==> src/rtl/umi_reg_host_pkg.sv <==
// Shared UMI message definitions for the register host: opcodes, command
// field offsets, completion status codes and the host FSM state type.
package umi_reg_host_pkg;

    // UMI request/response opcodes (cmd[4:0])
    localparam logic [4:0] UMI_REQ_READ   = 5'h01;
    localparam logic [4:0] UMI_REQ_WRITE  = 5'h03;
    localparam logic [4:0] UMI_REQ_POSTED = 5'h05;
    localparam logic [4:0] UMI_RESP_READ  = 5'h02;
    localparam logic [4:0] UMI_RESP_WRITE = 5'h04;

    // Command field offsets
    localparam int UMI_OPCODE_LSB = 0;
    localparam int UMI_SIZE_LSB   = 5;
    localparam int UMI_LEN_LSB    = 8;
    localparam int UMI_QOS_LSB    = 16;
    localparam int UMI_PROT_LSB   = 20;
    localparam int UMI_EOM_BIT    = 22;
    localparam int UMI_EOF_BIT    = 23;
    localparam int UMI_EX_BIT     = 24;
    localparam int UMI_ERR_LSB    = 25;
    localparam int UMI_HOSTID_LSB = 27;

    // Completion status codes (also the response cmd[26:25] encoding)
    localparam logic [1:0] UMI_ERR_OK     = 2'b00;
    localparam logic [1:0] UMI_ERR_EXOK   = 2'b01;
    localparam logic [1:0] UMI_ERR_DEVERR = 2'b10;
    localparam logic [1:0] UMI_ERR_NETERR = 2'b11;

    typedef enum logic [1:0] {
        ST_IDLE = 2'd0,
        ST_REQ  = 2'd1,
        ST_RESP = 2'd2,
        ST_DONE = 2'd3
    } state_t;

    // Single-beat request command: LEN/QOS/EX/user fields are zero, EOM/EOF set.
    function automatic logic [31:0] umi_build_cmd(input logic [4:0] opcode,
                                                  input logic [2:0] size,
                                                  input logic [1:0] prot,
                                                  input logic [4:0] hostid);
        logic [31:0] c;
        c = '0;
        c[UMI_OPCODE_LSB +: 5] = opcode;
        c[UMI_SIZE_LSB +: 3]   = size;
        c[UMI_PROT_LSB +: 2]   = prot;
        c[UMI_EOM_BIT]         = 1'b1;
        c[UMI_EOF_BIT]         = 1'b1;
        c[UMI_HOSTID_LSB +: 5] = hostid;
        return c;
    endfunction

endpackage

==> src/rtl/umi_reg_host_if.sv <==
// UMI host port bundle: request channel out, response channel in.
// Handshake: a beat transfers on a cycle where valid and ready are both high;
// the sender holds valid and payload stable until that cycle, and valid never
// depends combinationally on ready.
interface umi_reg_host_if #(
    parameter int CW = 32,
    parameter int AW = 64,
    parameter int DW = 32
);
    import umi_reg_host_pkg::*;

    logic          uhost_req_valid;
    logic [CW-1:0] uhost_req_cmd;
    logic [AW-1:0] uhost_req_dstaddr;
    logic [AW-1:0] uhost_req_srcaddr;
    logic [DW-1:0] uhost_req_data;
    logic          uhost_req_ready;

    logic          uhost_resp_valid;
    logic [CW-1:0] uhost_resp_cmd;
    logic [AW-1:0] uhost_resp_dstaddr;
    logic [AW-1:0] uhost_resp_srcaddr;
    logic [DW-1:0] uhost_resp_data;
    logic          uhost_resp_ready;

    modport master (
        output uhost_req_valid, uhost_req_cmd, uhost_req_dstaddr,
               uhost_req_srcaddr, uhost_req_data,
        input  uhost_req_ready,
        input  uhost_resp_valid, uhost_resp_cmd, uhost_resp_dstaddr,
               uhost_resp_srcaddr, uhost_resp_data,
        output uhost_resp_ready
    );

    modport slave (
        input  uhost_req_valid, uhost_req_cmd, uhost_req_dstaddr,
               uhost_req_srcaddr, uhost_req_data,
        output uhost_req_ready,
        output uhost_resp_valid, uhost_resp_cmd, uhost_resp_dstaddr,
               uhost_resp_srcaddr, uhost_resp_data,
        input  uhost_resp_ready
    );

endinterface

==> src/rtl/umi_reg_host.sv <==
// Host-side UMI register initiator: turns one local read/write/posted-write
// request into a single-beat UMI request and returns the completion.
module umi_reg_host
    import umi_reg_host_pkg::*;
#(
    parameter int RW      = 32,
    parameter int TIMEOUT = 1024,
    parameter int CW      = 32,
    parameter int AW      = 64,
    parameter int DW      = 32
) (
    input  logic          clk,
    input  logic          reset,
    input  logic          reg_valid,
    input  logic          reg_write,
    input  logic          reg_posted,
    input  logic [AW-1:0] reg_addr,
    input  logic [RW-1:0] reg_wrdata,
    input  logic [1:0]    reg_prot,
    output logic          reg_ready,
    output logic          reg_done,
    output logic [RW-1:0] reg_rddata,
    output logic [1:0]    reg_err,
    input  logic [AW-1:0] host_srcaddr,
    input  logic [4:0]    host_id,
    umi_reg_host_if.master uhost,
    output state_t        dbg_state
);

    // Timer saturates at all-ones; TIMEOUT fits, so it never wraps early.
    localparam int            TW         = (TIMEOUT > 0) ? $clog2(TIMEOUT + 1) : 1;
    localparam logic [TW-1:0] TIMER_LAST = (TIMEOUT > 0) ? TW'(TIMEOUT - 1) : '0;
    localparam logic [2:0]    SIZE       = 3'($clog2(RW / 8));

    state_t        state_q, state_d;
    logic [TW-1:0] timer_q;
    logic [CW-1:0] cmd_q;
    logic [AW-1:0] dstaddr_q, srcaddr_q;
    logic [DW-1:0] data_q;
    logic [RW-1:0] rddata_q;
    logic [1:0]    err_q;
    logic [4:0]    new_op;
    logic [4:0]    req_op;
    logic          is_read, is_posted, resp_match, timed_out;

    assign req_op     = cmd_q[UMI_OPCODE_LSB +: 5];
    assign is_read    = (req_op == UMI_REQ_READ);
    assign is_posted  = (req_op == UMI_REQ_POSTED);
    assign resp_match = (uhost.uhost_resp_cmd[UMI_OPCODE_LSB +: 5] ==
                         (is_read ? UMI_RESP_READ : UMI_RESP_WRITE));
    assign timed_out  = (TIMEOUT != 0) && (timer_q == TIMER_LAST);

    // Request opcode chosen from the local request kind; posted is write-only.
    always_comb begin
        new_op = UMI_REQ_READ;
        if (reg_write) begin
            new_op = reg_posted ? UMI_REQ_POSTED : UMI_REQ_WRITE;
        end
    end

    // FSM state register; reset silently drops any transaction in flight.
    always_ff @(posedge clk) begin
        if (reset) state_q <= ST_IDLE;
        else       state_q <= state_d;
    end

    // Next-state logic; a response beats a same-cycle timeout.
    always_comb begin
        state_d = state_q;
        case (state_q)
            ST_IDLE: if (reg_valid) state_d = ST_REQ;
            ST_REQ: begin
                if (uhost.uhost_req_ready) state_d = is_posted ? ST_DONE : ST_RESP;
            end
            ST_RESP: begin
                if (uhost.uhost_resp_valid || timed_out) state_d = ST_DONE;
            end
            ST_DONE: state_d = ST_IDLE;
            default: state_d = ST_IDLE;
        endcase
    end

    // Request payload captured at acceptance and held through REQ.
    always_ff @(posedge clk) begin
        if (reset) begin
            cmd_q     <= '0;
            dstaddr_q <= '0;
            srcaddr_q <= '0;
            data_q    <= '0;
        end else if (state_q == ST_IDLE && reg_valid) begin
            cmd_q     <= CW'(umi_build_cmd(new_op, SIZE, reg_prot, host_id));
            dstaddr_q <= reg_addr;
            srcaddr_q <= host_srcaddr;
            data_q    <= DW'(reg_wrdata);
        end
    end

    // Response wait timer: cleared on the request handshake, counts in RESP.
    always_ff @(posedge clk) begin
        if (reset) begin
            timer_q <= '0;
        end else if (state_q == ST_REQ && uhost.uhost_req_ready) begin
            timer_q <= '0;
        end else if (state_q == ST_RESP && timer_q != '1) begin
            timer_q <= timer_q + 1'b1;
        end
    end

    // Completion data/status; read data only changes on a read response.
    always_ff @(posedge clk) begin
        if (reset) begin
            rddata_q <= '0;
            err_q    <= UMI_ERR_OK;
        end else if (state_q == ST_REQ && uhost.uhost_req_ready && is_posted) begin
            err_q <= UMI_ERR_OK;
        end else if (state_q == ST_RESP) begin
            if (uhost.uhost_resp_valid) begin
                if (is_read) rddata_q <= uhost.uhost_resp_data[RW-1:0];
                err_q <= resp_match ? uhost.uhost_resp_cmd[UMI_ERR_LSB +: 2]
                                    : UMI_ERR_DEVERR;
            end else if (timed_out) begin
                err_q <= UMI_ERR_NETERR;
            end
        end
    end

    assign reg_ready               = (state_q == ST_IDLE);
    assign reg_done                = (state_q == ST_DONE);
    assign reg_rddata              = rddata_q;
    assign reg_err                 = err_q;
    assign uhost.uhost_req_valid   = (state_q == ST_REQ);
    assign uhost.uhost_req_cmd     = cmd_q;
    assign uhost.uhost_req_dstaddr = dstaddr_q;
    assign uhost.uhost_req_srcaddr = srcaddr_q;
    assign uhost.uhost_req_data    = data_q;
    assign uhost.uhost_resp_ready  = (state_q == ST_IDLE) || (state_q == ST_RESP);
    assign dbg_state               = state_q;

    // Response address fields and unused command/data bits are not consulted.
    logic unused_resp;
    assign unused_resp = ^{uhost.uhost_resp_dstaddr, uhost.uhost_resp_srcaddr,
                           uhost.uhost_resp_cmd, uhost.uhost_resp_data};

endmodule

==> src/flat_wrapper.sv <==
// flat-port wrapper written by rule: the top's interface ports become plain ports
module umi_reg_host_flat import umi_reg_host_pkg::*;
#(
    parameter int RW      = 32,
    parameter int TIMEOUT = 1024,
    parameter int CW      = 32,
    parameter int AW      = 64,
    parameter int DW      = 32
)
  (clk, reset, reg_valid, reg_write, reg_posted, reg_addr, reg_wrdata, reg_prot, reg_ready, reg_done, reg_rddata, reg_err, host_srcaddr, host_id, dbg_state, uhost_uhost_req_valid, uhost_uhost_req_cmd, uhost_uhost_req_dstaddr, uhost_uhost_req_srcaddr, uhost_uhost_req_data, uhost_uhost_req_ready, uhost_uhost_resp_valid, uhost_uhost_resp_cmd, uhost_uhost_resp_dstaddr, uhost_uhost_resp_srcaddr, uhost_uhost_resp_data, uhost_uhost_resp_ready);
  umi_reg_host_if #(.CW(CW), .AW(AW), .DW(DW)) uhost_i ();
  input  logic clk;
  input  logic reset;
  input  logic reg_valid;
  input  logic reg_write;
  input  logic reg_posted;
  input  logic [AW-1:0] reg_addr;
  input  logic [RW-1:0] reg_wrdata;
  input  logic [1:0] reg_prot;
  output logic reg_ready;
  output logic reg_done;
  output logic [RW-1:0] reg_rddata;
  output logic [1:0] reg_err;
  input  logic [AW-1:0] host_srcaddr;
  input  logic [4:0] host_id;
  output state_t dbg_state;
  output wire logic [$bits(uhost_i.uhost_req_valid)-1:0] uhost_uhost_req_valid;
  output wire logic [$bits(uhost_i.uhost_req_cmd)-1:0] uhost_uhost_req_cmd;
  output wire logic [$bits(uhost_i.uhost_req_dstaddr)-1:0] uhost_uhost_req_dstaddr;
  output wire logic [$bits(uhost_i.uhost_req_srcaddr)-1:0] uhost_uhost_req_srcaddr;
  output wire logic [$bits(uhost_i.uhost_req_data)-1:0] uhost_uhost_req_data;
  input wire logic [$bits(uhost_i.uhost_req_ready)-1:0] uhost_uhost_req_ready;
  input wire logic [$bits(uhost_i.uhost_resp_valid)-1:0] uhost_uhost_resp_valid;
  input wire logic [$bits(uhost_i.uhost_resp_cmd)-1:0] uhost_uhost_resp_cmd;
  input wire logic [$bits(uhost_i.uhost_resp_dstaddr)-1:0] uhost_uhost_resp_dstaddr;
  input wire logic [$bits(uhost_i.uhost_resp_srcaddr)-1:0] uhost_uhost_resp_srcaddr;
  input wire logic [$bits(uhost_i.uhost_resp_data)-1:0] uhost_uhost_resp_data;
  output wire logic [$bits(uhost_i.uhost_resp_ready)-1:0] uhost_uhost_resp_ready;
  assign uhost_uhost_req_valid = uhost_i.uhost_req_valid;
  assign uhost_uhost_req_cmd = uhost_i.uhost_req_cmd;
  assign uhost_uhost_req_dstaddr = uhost_i.uhost_req_dstaddr;
  assign uhost_uhost_req_srcaddr = uhost_i.uhost_req_srcaddr;
  assign uhost_uhost_req_data = uhost_i.uhost_req_data;
  assign uhost_i.uhost_req_ready = uhost_uhost_req_ready;
  assign uhost_i.uhost_resp_valid = uhost_uhost_resp_valid;
  assign uhost_i.uhost_resp_cmd = uhost_uhost_resp_cmd;
  assign uhost_i.uhost_resp_dstaddr = uhost_uhost_resp_dstaddr;
  assign uhost_i.uhost_resp_srcaddr = uhost_uhost_resp_srcaddr;
  assign uhost_i.uhost_resp_data = uhost_uhost_resp_data;
  assign uhost_uhost_resp_ready = uhost_i.uhost_resp_ready;
  umi_reg_host #(.RW(RW), .TIMEOUT(TIMEOUT), .CW(CW), .AW(AW), .DW(DW)) u_core (.clk(clk), .reset(reset), .reg_valid(reg_valid), .reg_write(reg_write), .reg_posted(reg_posted), .reg_addr(reg_addr), .reg_wrdata(reg_wrdata), .reg_prot(reg_prot), .reg_ready(reg_ready), .reg_done(reg_done), .reg_rddata(reg_rddata), .reg_err(reg_err), .host_srcaddr(host_srcaddr), .host_id(host_id), .uhost(uhost_i), .dbg_state(dbg_state));
endmodule
==> config.mk <==
export PLATFORM = sky130hd
export DESIGN_NAME = umi_reg_host_flat
export DESIGN_NICKNAME = d
export VERILOG_FILES = /design/src/rtl/umi_reg_host_pkg.sv /design/src/rtl/umi_reg_host_if.sv /design/src/rtl/umi_reg_host.sv /design/src/flat_wrapper.sv
export SDC_FILE = /design/constraint.sdc
export NUM_CORES = 1
export LEC_CHECK = 0
export ABC_AREA = 1
export BUFFER_PORTS_ARGS = -buffer_cell sky130_fd_sc_hd__buf_2
export CORE_AREA = 3 3 230 232
export DETAILED_ROUTE_END_ITERATION = 12
export DIE_AREA = 0 0 233 235
export GPL_ROUTABILITY_DRIVEN = 0
export GPL_TIMING_DRIVEN = 0
export SLEW_MARGIN = 25
export SYNTH_ARGS = -nofsm -noshare
export SYNTH_HDL_FRONTEND = slang
export SYNTH_SLANG_ARGS = --single-unit
==> constraint.sdc <==
create_clock -name clk -period 1.95 [get_ports clk]
set_input_delay 0 -clock clk [delete_from_list [all_inputs] [get_ports clk]]
set_output_delay 0 -clock clk [all_outputs]
set_load 0.01 [all_outputs]
==> results.json, run 1 <==
{
  "clk_latency_ns": 0.55,
  "stdcell_count": 2432,
  "whs_endpoint": "u_core.reg_rddata[26]$_SDFFE_PP0P_",
  "period_needed_ns": 1.843,
  "slew_viol_final": 0,
  "dr.pass1.iters": 4,
  "antenna_found_initial": 0,
  "core_region_area_um2": 51200,
  "grt_pass1_vias": 9050,
  "cts_tree": "yes",
  "hold_class": "in2reg",
  "clkSinkCount": 217,
  "ys_types": 35,
  "routed_wl_mm": 34.65,
  "dieArea_um2": 54760,
  "rrSetupSlack_ns": 0.14,
  "synth_top_area_frac": 0.5355,
  "total_power_mw": 16.59,
  "synth_fa_ha_area_frac": 0.009254,
  "min-delay-start": "uhost_uhost_resp_data[26]",
  "cp_max_fo": 9,
  "post_synth.cell_area_avg_um2": 7.741,
  "final_nets": 2106,
  "io_buffers": 425,
  "timing.critical_path.buf_inv": 3,
  "post-route-period-util": 0.9450,
  "fmax_mhz": 542.7,
  "endpoint_kind": "primary output",
  "ios": 598,
  "arrival_ns": 1.84,
  "first_iter_violations": 359,
  "synth_top_area_cell": "dfxtp_1",
  "hold_depth": 4,
  "root_buffer": "clkbuf_16",
  "synth_area_leaders": "dfxtp_1 54%, nor2_1 19%, o21ai_0 11%",
  "drive_above_1_share": 0.3143,
  "crit_chain": "inv_2 > ha_1 > buf_6 > or2_2 > buf_2",
  "cp.required_ns": 1.95,
  "cellPowerDensity_nw_per_um2": 1166,
  "vias": 9267,
  "drc": 0,
  "grt_max_degree": 14,
  "synth_compound_area_frac": 0.1351,
  "synth_simple_gate_area_frac": 0.2423,
  "worst_ir_drop_vdd_v": 0.0005783,
  "ctsHtreeMaxLevel": 1,
  "synth_cells": 1048,
  "whs_ns": 0.1993,
  "worstSetupPathType": "reg2out",
  "startpoint_type": "flop",
  "hpwl_mm": 24.13,
  "syn2layout_area_growth_pct": 75.32,
  "synth_top_family_by_area": "simple AND/OR/NAND/NOR gates",
  "die_y_um": 235,
  "r2r_end": "u_core.reg_err[1]$_SDFFE_PP0P_",
  "yosysWarnings": 0,
  "fin_area_um2": 14220,
  "worstRegToRegCells": 9,
  "fin_skew_ns": 0.01612,
  "status": "completed",
  "place_inst": 2171,
  "antenna_left": 0,
  "p_leak_nw": 6.748,
  "slowest_stage": "dfxtp_2",
  "critical-path-max-stage-delay_ns": 0.41,
  "synth_seq_cells": 217,
  "timing.final.setup_violations": 0,
  "initial_core_util": 0.1585,
  "postLayoutCoreUtil": 0.2778,
  "synth_xor_area_frac": 0.004318,
  "dpl_cell_area_um2": 11160,
  "cts_made_buffers": 27,
  "relSlewSlack": 0.5192,
  "synth_seq_area_share": 0.5355,
  "fp.dieW_um": 233,
  "worst-slew-pin-transition_ns": 0.7212,
  "r2r_start": "u_core.dbg_state[0]$_SDFFE_PP0P_",
  "synth.area.mux_share": 0,
  "grt_pass1_wl_mm": 51.16,
  "hold_violations": 0,
  "gr-total-overflow": 0,
  "crit_family": "flip-flops",
  "rows": 83,
  "clk_pin_slew_ns": 0.07,
  "wl_per_cell_um": 14.25,
  "rsz0062_at_grt": "false",
  "drv_cap": 0,
  "syn_area_um2": 8113,
  "via_per_inst": 3.810,
  "cts_max_path_buffers": 3,
  "track_usage": 0.1186
}
==> worst reg2reg max path, cell delays in order, from the launching register on <==
cell	delay (ns)
dfxtp_2	0.41
inv_2	0.09
ha_1	0.21
buf_6	0.15
nand2_4	0.09
nor2_1	0.04
dlygate4sd3_1	0.54
nand3_1	0.09
nand2_1	0.06
nor2_1	0.07
==> how the worst max path moves through the flow <==
stage	from	to	slack [ns]	depth (start not counted)
after floorplan	u_core.dbg_state[0]$_SDFFE_PP0P_	u_core.uhost.uhost_req_data[26]$_SDFFE_PP0P_	0.38	8
after global placement	u_core.dbg_state[0]$_SDFFE_PP0P_	u_core.uhost.uhost_req_srcaddr[14]$_SDFFE_PP0P_	-0.62	7
after detailed placement	u_core.dbg_state[0]$_SDFFE_PP0P_	u_core.uhost.uhost_req_srcaddr[14]$_SDFFE_PP0P_	-0.64	7
after CTS	u_core.dbg_state[1]$_SDFFE_PP0P_	u_core.uhost.uhost_req_srcaddr[15]$_SDFFE_PP0P_	0.005	7
after global routing	u_core.dbg_state[1]$_SDFFE_PP0P_	u_core.uhost.uhost_req_cmd[21]$_SDFFE_PP0P_	0.007	6
final	u_core.dbg_state[0]$_SDFFE_PP0P_	uhost_uhost_resp_ready	0.11	5
==> layout make-up <==
class / instances / area (um2)
clock inverters: 10 / 103.9
repair buffers: 639 / 4279
plain buffers: 87 / 526.8
fillers: 5461 / 36970
multi-input cells: 736 / 3264
diodes: 2 / 5.005
flip-flops and latches: 217 / 4345
clock buffers: 35 / 745.7
well taps: 680 / 850.8
inverters: 26 / 102.6
==> where the power goes <==
part	total (mW)	leakage, nW	switching (mW)	internal, mW
clock	4.89	0.414	2.06	2.83
sequential	5.98	1.79	0.520	5.46
combinational	5.71	4.55	3.42	2.29
==> state kept, by name (all words and copies together), names as in the netlist <==
name,count
u_core.reg_rddata,32
u_core.uhost.uhost_req_srcaddr,64
u_core.reg_err,2
u_core.timer_q,11
u_core.uhost.uhost_req_cmd,10
u_core.uhost.uhost_req_data,32
u_core.uhost.uhost_req_dstaddr,64
u_core.dbg_state,2
==> routing by layer <==
layer  global-route usage  share of wire
met5                    0              0
met4              0.03789          0.028
met3              0.03649          0.082
met2               0.2079           0.48
met1               0.1367           0.41
==> synth_stat cells, drive strengths merged <==
cell / count
xor2: 3
and2: 1
ha: 6
buf: 47
nor3: 3
nand3: 12
or2: 1
clkinv: 1
o21ai: 200
nand3b: 1
conb: 1
clkbuf: 40
xnor2: 1
nand4: 4
inv: 25
o22ai: 1
a211oi: 1
a31oi: 1
nor2: 418
nand2: 49
dfxtp: 217
a21oi: 15
==> cells by family after synthesis <==
family                     after synthesis
other                                    1
buffers and inverters                  113
and+or+nand+nor                        489
DFF                                    217
xor gates and xnor gates                 4
adders and majority gates                6
AOI/OAI and AO/OA                      218
==> metrics by stage <==
step / worst slack [ns] / TNS [ns]
floorplan: 0.3829 / 0
global placement: -0.6212 / -43.27
detailed placement: -0.6446 / -44.99
CTS: 0.005009 / 0
global route: 0.007123 / 0
finish: 0.1072 / 0
==> placed cells by master, fill, tap and decap left out, types with 21 or more instances in the layout <==
cell type and count:
o21ai_0 181, nor2_1 411, dlygate4sd3_1 213, clkbuf_16 27
clkbuf_1 32, buf_4 36, nand2_1 42, dfxtp_1 216
inv_1 21, buf_2 432
==> what timing repair did <==
action | CTS | global route
buffers inserted | 0 | 1
hold buffers | 213 | 0
endpoints found under the hold margin | 217 | 0
resized for setup | 16 | 12
pin swaps | 0 | 1
endpoints found under the setup margin | 153 | 105
Power figures use the tool's default switching activity.
==> inputs of run 2 (changes only) <==
--- a/config.mk
+++ b/config.mk
@@ -7,9 +7,9 @@
 export LEC_CHECK = 0
 export ABC_AREA = 1
 export BUFFER_PORTS_ARGS = -buffer_cell sky130_fd_sc_hd__buf_2
-export CORE_AREA = 3 3 230 232
+export CORE_AREA = 2 2 229 231
 export DETAILED_ROUTE_END_ITERATION = 12
-export DIE_AREA = 0 0 233 235
+export DIE_AREA = 0 0 231 233
 export GPL_ROUTABILITY_DRIVEN = 0
 export GPL_TIMING_DRIVEN = 0
 export SLEW_MARGIN = 25
==> results.json, run 2 (synthesis gave the netlist of run 1 again) <==
{
  "status": "completed",
  "fin_ws_ns": 0.1158,
  "internal_power_mw": 10.71,
  "use_met3": 0.04154,
  "fin_skew_ns": 0.005668,
  "clk_latency_ns": 0.54,
  "grt_max_degree": 13,
  "fmax_mhz": 545.2,
  "hold_violations": 0,
  "fp.dieW_um": 231,
  "gr-usage-met1": 0.1310,
  "r2r_start": "u_core.dbg_state[0]$_SDFFE_PP0P_",
  "slew_viol_final": 0,
  "min-delay-start": "uhost_uhost_resp_data[24]",
  "hpwl_mm": 23.63,
  "dpl_worst_slack_ns": -0.8666,
  "r2r_end": "u_core.reg_err[1]$_SDFFE_PP0P_",
  "worst-slew-pin-transition_ns": 0.8909,
  "worstSetupPathType": "reg2reg",
  "wl_per_cell_um": 13.92,
  "vias": 9272,
  "dieArea_um2": 53820,
  "endpoint_kind": "flop",
  "final_common_cell": "buf_2",
  "initial_core_util": 0.1588,
  "swShare": 0.3550,
  "top_usage_layer": "met2",
  "io_buffers": 425,
  "hold_class": "in2reg",
  "endpoint": "u_core.reg_err[1]$_SDFFE_PP0P_",
  "crit_start": "u_core.dbg_state[0]$_SDFFE_PP0P_",
  "grt_pass1_wl_mm": 49.85,
  "ctsHtreeMaxLevel": 1,
  "globalRouteMet2Util": 0.2006,
  "cp.required_ns": 2.39,
  "routed_wl_mm": 33.82,
  "whs_ns": 0.2138,
  "p_sw_mw": 5.895,
  "relSlewSlack": 0.4060,
  "p_leak_nw": 6.745,
  "gr-total-overflow": 0,
  "pwr-share-comb": 0.345,
  "rows": 83,
  "drv_cap": 0,
  "root_buffer": "clkbuf_16",
  "cellPowerDensity_nw_per_um2": 1167,
  "via_per_inst": 3.816,
  "timing.final.setup_violations": 0,
  "startpoint_type": "flop",
  "fillers": 5547,
  "cts_tree": "yes",
  "cp_max_fo": 9,
  "pwr-share-seq": 0.361,
  "antenna_left": 0,
  "ios": 598,
  "cts_max_path_buffers": 3,
  "clkSinkCount": 217,
  "core_region_area_um2": 51090,
  "grt_pass1_vias": 9142,
  "post-route-period-util": 0.9406,
  "arrival_ns": 2.27,
  "syn2layout_area_growth_pct": 75.29,
  "rrSetupSlack_ns": 0.12,
  "first_iter_violations": 379,
  "worst_ir_drop_vdd_v": 0.0006958,
  "clk_pin_slew_ns": 0.06,
  "antenna_found_initial": 1,
  "drc": 0,
  "cts_made_buffers": 26,
  "track_usage": 0.1191,
  "period_needed_ns": 1.834,
  "final_nets": 2104,
  "dr.pass1.iters": 4,
  "layout_common_cells": "432 x buf_2, 411 x nor2_1, 215 x dfxtp_1",
  "die_y_um": 233,
  "p_clk_frac": 0.294,
  "worstRegToRegCells": 9,
  "drive_above_1_share": 0.3133
}
## run 2: changes by cell type in the layout (fill, tap and decap cells not counted), moves of 2 or more
cell      previous run  this run
clkinv_2             2         4
o21ai_0            181       179
clkbuf_1            32        35
clkbuf_2             9         6
inv_8                2         0
buf_6                3         1
## run 2: final cells by class
type,count,area (um2),share of cell area
antenna,1,2.502,0.0001760
timing repair buffer,638,4259,0.2995
tap,680,850.8,0.05983
inverter,26,105.1,0.007390
buffer,87,536.8,0.03774
multi-input combinational,736,3268,0.2298
clock inverter,8,96.34,0.006775
sequential,217,4349,0.3058
clock buffer,37,753.2,0.05297
## run 2: power groups by stage
| stage | logic [mW] | registers, mW | clock network (mW) |
|---|---|---|---|
| 2_1_floorplan | 2.48 | 6.52 | 0 |
| 3_3_place_gp | 5.28 | 6.02 | 0 |
| 3_5_place_dp | 5.29 | 6.06 | 0 |
| 4_1_cts | 5.74 | 5.98 | 5.05 |
| 5_1_grt | 6.40 | 6.12 | 5.23 |
| 6_report | 5.73 | 5.99 | 4.88 |
## run 2: how the worst min path moves through the flow
stage	endpoint	slack, ns	cells after the start
floorplan	u_core.uhost.uhost_req_cmd[1]$_SDFFE_PP0P_	0.07	1
global placement	u_core.reg_rddata[30]$_SDFFE_PP0P_	0.22	3
detailed placement	u_core.reg_rddata[14]$_SDFFE_PP0P_	0.23	3
CTS	u_core.reg_rddata[25]$_SDFFE_PP0P_	0.18	4
global route	u_core.reg_rddata[27]$_SDFFE_PP0P_	0.20	4
finish	u_core.reg_rddata[24]$_SDFFE_PP0P_	0.21	4
## run 2: timing repair
action	4_1_cts	5_1_grt
pin swaps	0	0
setup endpoints to repair	153	69
endpoints found under the hold margin	217	0
setup buffers	0	0
cloned	0	0
hold buffers	213	0
resized for setup	26	8
## run 2: critical path, stage by stage, from the launching register on
cell and delay (ns):
dfxtp_4 0.37, inv_2 0.12, ha_1 0.17, buf_6 0.16, nand2_4 0.08, nor2_1 0.07, dlygate4sd3_1 0.55, nand3_1 0.09
nand2_1 0.07, nor2_1 0.04
## run 2: per-stage QoR
stage               cells  power, mW  area (um2)  setup TNS, ns  utilization
floorplan            1066      9.008        8180              0            -
global placement     2171      11.30       11160         -44.26       0.2184
detailed placement   2171      11.35       11160         -48.14       0.2184
CTS                  2429      16.77       14200              0       0.2779
global route         2429      17.75       14220   -0.000006661       0.2783
finish               2430      16.60       14220              0       0.2783
## run 2: metal layers
layer / routed length (um) / up-vias / part of all wire
met5: 0 / - / 0
met4: 1948 / 0 / 0.058
met3: 2810 / 109 / 0.083
met2: 15830 / 376 / 0.47
met1: 13230 / 4105 / 0.39
li1: - / 4682 / -
==> inputs of run 3 (changes only) <==
--- a/config.mk
+++ b/config.mk
@@ -6,10 +6,10 @@
 export NUM_CORES = 1
 export LEC_CHECK = 0
 export ABC_AREA = 1
-export BUFFER_PORTS_ARGS = -buffer_cell sky130_fd_sc_hd__buf_2
-export CORE_AREA = 2 2 229 231
+export CORE_AREA = 2 2 234 236
 export DETAILED_ROUTE_END_ITERATION = 12
-export DIE_AREA = 0 0 231 233
+export DIE_AREA = 0 0 236 238
+export DONT_BUFFER_PORTS = 1
 export GPL_ROUTABILITY_DRIVEN = 0
 export GPL_TIMING_DRIVEN = 0
 export SLEW_MARGIN = 25
==> results.json, run 3 (synthesis gave the netlist of run 1 again) <==
{
  "die_y_um": 238,
  "final_common_cell": "nor2_1",
  "final_nets": 1684,
  "fmax_mhz": 522.0,
  "cts_tree": "yes",
  "p_leak_nw": 4.846,
  "ios": 598,
  "status": "completed",
  "total_power_mw": 15.51,
  "clk_pin_slew_ns": 0.06,
  "dr.pass1.iters": 5,
  "endpoint_kind": "flop",
  "timing.final.setup_violations": 0,
  "antenna_found_initial": 2,
  "ctsHtreeMaxLevel": 1,
  "worstSetupPathType": "reg2reg",
  "cp.required_ns": 2.37,
  "drv_cap": 0,
  "crit_family": "buffers and inverters",
  "worst_ir_drop_vdd_v": 0.0005833,
  "grt_pass1_vias": 8292,
  "slowest_stage": "dfxtp_2",
  "timing.critical_path.buf_inv": 3,
  "crit_chain": "inv_1 > ha_4 > nand2_8 > buf_8 > clkbuf_8 > o21ai_0 > nor2_1",
  "period_needed_ns": 1.916,
  "worst-slew-pin-transition_ns": 0.9795,
  "routed_wl_mm": 32.95,
  "grt_pass1_wl_mm": 47.38,
  "rows": 85,
  "drc": 0,
  "cts_made_buffers": 25,
  "drive_above_1_share": 0.1022,
  "fp.dieW_um": 236,
  "initial_core_util": 0.1517,
  "track_usage": 0.1098,
  "arrival_ns": 2.34,
  "layout_common_cells": "411 x nor2_1, 216 x dlygate4sd3_1, 212 x dfxtp_1",
  "first_iter_violations": 391,
  "startpoint_type": "flop",
  "dieArea_um2": 56170,
  "root_buffer": "clkbuf_16",
  "vias": 8160,
  "tns_ns": 0,
  "fin_skew_ns": 0.02331,
  "syn2layout_area_growth_pct": 49.94,
  "hold_violations": 0,
  "hpwl_mm": 22.62,
  "gr-total-overflow": 0,
  "core_region_area_um2": 53500,
  "cp_max_fo": 10,
  "wl_per_cell_um": 16.24,
  "postLayoutCoreUtil": 0.2274,
  "via_per_inst": 4.022,
  "slew_viol_final": 0,
  "fin_area_um2": 12160,
  "post-route-period-util": 0.9824,
  "grt_max_degree": 14,
  "clk_latency_ns": 0.56,
  "rsz0062_at_grt": "true",
  "antenna_left": 0,
  "whs_ns": 0.04076,
  "hold_class": "in2reg",
  "cts_max_path_buffers": 3,
  "relSlewSlack": 0.3470,
  "io_buffers": 0,
  "critical-path-max-stage-delay_ns": 0.37,
  "clkSinkCount": 217,
  "cellPowerDensity_nw_per_um2": 1275,
  "dpl_cell_area_um2": 9051
}
run 3: changes by cell type in the layout (fill, tap and decap cells not counted), moves of 3 or more:
cell           delta
dlygate4sd3_1     +3
dfxtp_2           +3
clkbuf_1          -3
buf_2           -425
buf_6             +3
clkbuf_4          -3
dfxtp_1           -3
clkbuf_2          +3
o21ai_1           +8
o21ai_0           -9
run 3: tightest hold or removal path, stage by stage:
cell      delay (ns)
nand2_8         0.10
clkbuf_1        0.28
a21oi_1         0.17
run 3: through the flow:
step	worst slack, ns	std cells
after detailed placement	-1.070	1762
after global routing	-0.03610	2027
final	0.03428	2029
after floorplan	0.3829	1066
after CTS	0.001126	2027
after global placement	-1.009	1762
run 3: final timing paths:
| check | cells after the start | start | slack, ns | endpoint |
|---|---|---|---|---|
| worst min register to register | 2 | u_core.timer_q[0]$_SDFFE_PP0P_ | 0.50 | u_core.timer_q[0]$_SDFFE_PP0P_ |
| worst max register to register | 7 | u_core.dbg_state[1]$_SDFFE_PP0P_ | 0.03 | u_core.uhost.uhost_req_srcaddr[10]$_SDFFE_PP0P_ |
| worst max-delay path | 7 | u_core.dbg_state[1]$_SDFFE_PP0P_ | 0.03 | u_core.uhost.uhost_req_srcaddr[10]$_SDFFE_PP0P_ |
| worst min-delay path | 3 | reg_valid | 0.04 | u_core.uhost.uhost_req_cmd[23]$_SDFFE_PP0P_ |
run 3: repair_timing:
action,4_1_cts,5_1_grt
resized for setup,31,23
setup buffers,3,0
hold endpoints to repair,217,0
hold buffers,216,0
pin swaps,1,1
setup endpoints to repair,181,118
run 3: power by group:
| group | total [mW] | switching (mW) | internal [mW] |
|---|---|---|---|
| logic | 4.03 | 2.50 | 1.53 |
| clock network | 4.67 | 1.98 | 2.69 |
| registers | 6.81 | 1.33 | 5.48 |
| total | 15.5 | 5.81 | 9.70 |
run 3: metal layers:
layer	up-vias	share of wire	track usage
met5	-	0	0
met4	0	0.057	0.06813
met3	111	0.097	0.03748
met2	473	0.47	0.1870
met1	3734	0.37	0.1171
li1	3842	-	-
run 3: layout make-up:
cell class / instances / area (um2)
clock inverter: 11 / 96.34
multi-input combinational: 736 / 3281
fill: 5723 / 41330
timing repair buffer: 219 / 2197
inverter: 26 / 105.1
sequential: 217 / 4353
clock buffer: 35 / 713.2
antenna: 2 / 5.005
buffer: 87 / 543.0
tap: 696 / 870.8
